[config.mk]
export PLATFORM = sky130hd
export DESIGN_NAME = cmp_share_ctrl
export DESIGN_NICKNAME = d
export VERILOG_FILES = /design/src/rtl/cmp_share_ctrl.sv
export SDC_FILE = /design/constraint.sdc
export NUM_CORES = 1
export LEC_CHECK = 0
export ABC_AREA = 1
export CAP_MARGIN = 20
export CELL_PAD_IN_SITES_DETAIL_PLACEMENT = 2
export CELL_PAD_IN_SITES_GLOBAL_PLACEMENT = 2
export CORE_UTILIZATION = 20
export CTS_BUF_LIST = sky130_fd_sc_hd__clkbuf_2
export DETAILED_ROUTE_END_ITERATION = 12
export PLACE_DENSITY_LB_ADDON = 0.1
export SLEW_MARGIN = 5
export SYNTH_ARGS = -nofsm -noshare
export SYNTH_HDL_FRONTEND = slang
export SYNTH_SLANG_ARGS = --single-unit
[constraint.sdc]
create_clock -name clk_i -period 1.6 [get_ports clk_i]
set_input_delay 0.32 -clock clk_i [delete_from_list [all_inputs] [get_ports clk_i]]
set_output_delay 0.32 -clock clk_i [all_outputs]
set_load 0.05 [all_outputs]
[src/rtl/cmp_share_ctrl.sv]
// -----------------------------------------------------------------------------
// cmp_share_ctrl
//
// Shares one signed/unsigned less-than comparator between two requesters.
// Port 0 is the ALU (SLT/SLTU) and port 1 is the branch unit (BLT/BGE/BLTU/
// BGEU). A request is arbitrated in IDLE and its operands are latched. The
// compare runs for one cycle in EXEC. The 1-bit result, zero-extended to
// DATA_W, is then held in RESP until the owning requester accepts it.
//
// Configuration macro:
//   CMP_SHARE_FIXED_PRIO_EN  defined   : requester 1 always wins contention.
//                            undefined : round-robin; requester 0 wins the
//                                        first contention after reset.
//
// Ports:
//   clk_i                  clock; all state updates on the rising edge
//   rstn_i                 synchronous active-low reset
//   reqX_valid_i/ready_o   request handshake; ready is only ever high in IDLE
//   reqX_a_i, reqX_b_i     operands
//   reqX_op_i              00 LT, 01 LTU, 10 GE, 11 GEU
//   rspX_valid_o/ready_i   response handshake
//   rspX_r_o               bit 0 = compare outcome, upper bits zero
// -----------------------------------------------------------------------------
module cmp_share_ctrl #(
    parameter int unsigned DATA_W = 32
) (
    input  logic              clk_i,
    input  logic              rstn_i,

    input  logic              req0_valid_i,
    output logic              req0_ready_o,
    input  logic [DATA_W-1:0] req0_a_i,
    input  logic [DATA_W-1:0] req0_b_i,
    input  logic [1:0]        req0_op_i,

    input  logic              req1_valid_i,
    output logic              req1_ready_o,
    input  logic [DATA_W-1:0] req1_a_i,
    input  logic [DATA_W-1:0] req1_b_i,
    input  logic [1:0]        req1_op_i,

    output logic              rsp0_valid_o,
    input  logic              rsp0_ready_i,
    output logic [DATA_W-1:0] rsp0_r_o,

    output logic              rsp1_valid_o,
    input  logic              rsp1_ready_i,
    output logic [DATA_W-1:0] rsp1_r_o
);

    typedef enum logic [1:0] {
        StIdle,
        StExec,
        StResp
    } state_e;

    state_e            state_q;
    logic [DATA_W-1:0] a_q;
    logic [DATA_W-1:0] b_q;
    logic [1:0]        op_q;
    logic              gnt_id_q;
`ifndef CMP_SHARE_FIXED_PRIO_EN
    logic              last_grant_q;
`endif

    logic grant0;
    logic grant1;
    logic lt_u;
    logic lt_low;
    logic lt_s;
    logic lt;
    logic result;

    // Arbitration is only live in IDLE, so ready never rises elsewhere.
    always_comb begin
        grant0 = 1'b0;
        grant1 = 1'b0;
        if (state_q == StIdle) begin
`ifdef CMP_SHARE_FIXED_PRIO_EN
            grant1 = req1_valid_i;
            grant0 = req0_valid_i & ~req1_valid_i;
`else
            grant0 = req0_valid_i & (~req1_valid_i | last_grant_q);
            grant1 = req1_valid_i & ~grant0;
`endif
        end
    end

    assign req0_ready_o = grant0;
    assign req1_ready_o = grant1;

    // Signed compare reuses the unsigned comparator on the magnitude bits;
    // differing sign bits decide the outcome on their own.
    always_comb begin
        lt_u   = a_q < b_q;
        lt_low = a_q[DATA_W-2:0] < b_q[DATA_W-2:0];
        case ({a_q[DATA_W-1], b_q[DATA_W-1]})
            2'b10:   lt_s = 1'b1;
            2'b01:   lt_s = 1'b0;
            default: lt_s = lt_low;
        endcase
        lt     = op_q[0] ? lt_u : lt_s;
        result = op_q[1] ? ~lt : lt;
    end

    always_ff @(posedge clk_i) begin
        if (!rstn_i) begin
            state_q      <= StIdle;
            a_q          <= '0;
            b_q          <= '0;
            op_q         <= '0;
            gnt_id_q     <= 1'b0;
`ifndef CMP_SHARE_FIXED_PRIO_EN
            last_grant_q <= 1'b1;
`endif
            rsp0_valid_o <= 1'b0;
            rsp1_valid_o <= 1'b0;
            rsp0_r_o     <= '0;
            rsp1_r_o     <= '0;
        end else begin
            case (state_q)
                StIdle: begin
                    if (grant0 || grant1) begin
                        a_q          <= grant1 ? req1_a_i  : req0_a_i;
                        b_q          <= grant1 ? req1_b_i  : req0_b_i;
                        op_q         <= grant1 ? req1_op_i : req0_op_i;
                        gnt_id_q     <= grant1;
`ifndef CMP_SHARE_FIXED_PRIO_EN
                        last_grant_q <= grant1;
`endif
                        state_q      <= StExec;
                    end
                end
                StExec: begin
                    if (gnt_id_q) begin
                        rsp1_r_o     <= {{(DATA_W-1){1'b0}}, result};
                        rsp1_valid_o <= 1'b1;
                    end else begin
                        rsp0_r_o     <= {{(DATA_W-1){1'b0}}, result};
                        rsp0_valid_o <= 1'b1;
                    end
                    state_q <= StResp;
                end
                StResp: begin
                    if (gnt_id_q ? rsp1_ready_i : rsp0_ready_i) begin
                        rsp0_valid_o <= 1'b0;
                        rsp1_valid_o <= 1'b0;
                        state_q      <= StIdle;
                    end
                end
                default: state_q <= StIdle;
            endcase
        end
    end

endmodule

==> impl_metrics.tcl <==
set metrics [dict create \
    maxSlewViolCount 0 \
    synth.avg_cell_area_um2 7.14 \
    wire_per_inst_um 15.7 \
    violations "negative setup slack" \
    place_area_um2 6450 \
    final_cells 1108 \
    final_nets 991 \
    cp-start-kind "register" \
    netSwitchingFraction_pct 39.2 \
    r2r_end "rsp1_r_o[0]$_SDFFE_PN0P_" \
    cts_buffers 9 \
    power_frac_seq_pct 33.8 \
    antenna_found_initial 1 \
    critPathLaunch "last_grant_q$_SDFFE_PN1P_" \
    vias 4768 \
    cts_buffer_depth 2 \
    rsz0062_at_grt "true" \
    crit_chain "or2_4, nand3_4, inv_6, buf_6, buf_12" \
    yosysSeqAreaShare_pct 33.0 \
    final_area_um2 7270 \
    end_kind "primary output" \
    synthCells 628 \
    dr.pass1.iters 4 \
    crit_slowest_cell "dfxtp_2" \
    yosys_warnings 0 \
    cts_tree "done" \
    r2r_start "b_q[30]$_SDFFE_PN0P_" \
    crit_type "reg -> out" \
    core_area_um2 21900 \
    cts_max_level 3 \
    regToRegSetupSlack_ns -0.21 \
    clk_pin_slew_ns 0.21 \
    die_area_um2 23000 \
    row_count 54 \
    first_global_vias 5279 \
    drt_iter0_markers 88 \
    cts_sinks 74 \
    drt-vias-per-instance 4.30 \
    drv_cap 0 \
    holdBufCountCts 0 \
    dp.cells 1080 \
    whs_ns 0.301 \
    powerDensity_nw_per_um2 893 \
    switching_power_w 0.00255 \
    grt_first_pass_wirelength_um 26600 \
    p_comb_share_pct 50.2 \
    cp-endpoint "req0_ready_o" \
    syn2layout_area_growth_pct 62.0 \
    power.share.clock_pct 16.0 \
    syn-cell-area_um2 4490 \
    drc 0 \
    ioPinCount 206 \
    synthDistinctLibCells 28 \
    fin_crit_sh_pct 118 \
    gp_congestion 0.745 \
    worst_clock_skew_ns 0.0255 \
    dp_hpwl_um 12700 \
    track_usage_pct 15.1 \
    cp_max_fo 3 \
    ir_drop_uv 213 \
    overflow 0 \
    final_antenna_net_count 0 \
    fin_crit_ns 1.89 \
    hold_violations 0 \
    port_buffers 143 \
    dieHeight_um 152 \
    synth_seq_cells 74 \
    max_stage_delay_ns 0.38 \
    start_util_pct 20.5 \
    drive_above_1_share_pct 23.3 \
    clkLatencyLatePin_ns 0.58 \
    worstPathArrival_ns 1.57 \
    setup_slack_ns -0.286 \
    rr_worst_depth 13 \
    final_common_cell "nand2_1" \
    timing.setup.tns_ns -2.72 \
    p_leak_nw 2.95 \
    layout_common_cells "nand2_1 (145), clkdlybuf4s50_1 (137), nor2_1 (79)" \
    die_w_um 152 \
    post-place-ws_ns -0.408 \
    cp.required_ns 1.28 \
    clock.fmax_mhz 530 \
    setup_violations 37 \
    status "finished with violations" \
    cts_root_buf "clkbuf_2" \
    p_int_w 0.00394 \
    routed_wl_um 17500 \
    grt_max_degree 42 \
    holdCritPathClass "in -> reg" \
]
-- flip-flops by register name, summed over array words and instances (netlist names) --
signal and flops:
gnt_id_q 1, state_q 2, rsp0_valid_o 1, rsp0_r_o 1, a_q 32, rsp1_r_o 1, b_q 32, rsp1_valid_o 1
last_grant_q 1, op_q 2
-- routing by layer --
metal / part of all wire [%] / routed length, um / track usage [%]
met1: 42 / 7300 / 16.6
met2: 53 / 9280 / 29.3
met3: 3.8 / 670 / 2.75
met4: 1.2 / 204 / 4.06
met5: 0 / 0 / 0
-- stage by stage --
stage,utilization (%),power (W)
detailed placement,29.5,0.00493
floorplan,-,0.00385
CTS,32.1,0.00638
global placement,29.5,0.00485
finish,33.2,0.00649
global route,33.2,0.00699
-- power by group through the flow --
stage	registers, W	logic (W)	clock network [W]
after global placement	0.00219	0.00267	0
after CTS	0.00219	0.00307	0.00112
after floorplan	0.00217	0.00168	0
after global routing	0.00222	0.00359	0.00118
after detailed placement	0.00219	0.00274	0
final	0.00220	0.00326	0.00104
-- cells in the mapped netlist, drive strengths merged --
master / count / area [um2]
ha: 31 / 388
nand3: 11 / 65.1
nand2: 157 / 592
buf: 78 / 551
a21oi: 36 / 180
o21ai: 12 / 60.1
a31oi: 33 / 206
or2: 1 / 6.26
o21bai: 1 / 7.51
inv: 52 / 195
conb: 1 / 3.75
clkbuf: 11 / 41.3
nand4: 4 / 25.0
nor3: 4 / 30.0
nand3b: 2 / 15.0
nor2: 82 / 313
o21a: 3 / 22.5
nor4: 1 / 6.26
dfxtp: 74 / 1480
a21boi: 1 / 7.51
a221oi: 33 / 289
-- critical path, delay by kind of cell, from the launching register on --
kind                   cells  cell delay [ns]
DFF                        1             0.38
and+or+nand+nor            2             0.34
buffers and inverters      3             0.29
-- timing repair --
item	in CTS	in global routing
pin swaps	27	16
resized for setup	67	47
endpoints found under the setup margin	4	53
gates cloned	1	2
buffers inserted	6	2
-- logic make-up (layout without fill, tap and decap cells) --
kind of cell / count (synthesis) / in the layout / synth area share (%)
compound gates: 119 / 119 / 17.2
other cells: 1 / 63 / 0.0836
buf+inv: 141 / 279 / 17.5
simple gates: 262 / 262 / 23.5
flops: 74 / 74 / 33.0
fa+ha+maj: 31 / 31 / 8.65
-- layout make-up --
type	instances	area, um2
fill	2571	14600
multi-input combinational	474	2950
timing repair buffer	211	2140
sequential	74	1510
tap	280	350
inverter	52	208
clock buffer	12	60.1
clock inverter	4	42.5
antenna	1	2.50
-- worst min-delay path by stage --
stage	start	cells past startpoint	end	slack (ns)
floorplan	rstn_i	1	last_grant_q$_SDFFE_PN1P_	0.40
global placement	last_grant_q$_SDFFE_PN1P_	2	last_grant_q$_SDFFE_PN1P_	0.47
detailed placement	a_q[4]$_SDFFE_PN0P_	2	a_q[4]$_SDFFE_PN0P_	0.48
CTS	req1_a_i[23]	3	a_q[23]$_SDFFE_PN0P_	0.23
global route	req0_a_i[29]	3	a_q[29]$_SDFFE_PN0P_	0.24
finish	req0_a_i[29]	3	a_q[29]$_SDFFE_PN0P_	0.30
Power figures use the tool's default switching activity.
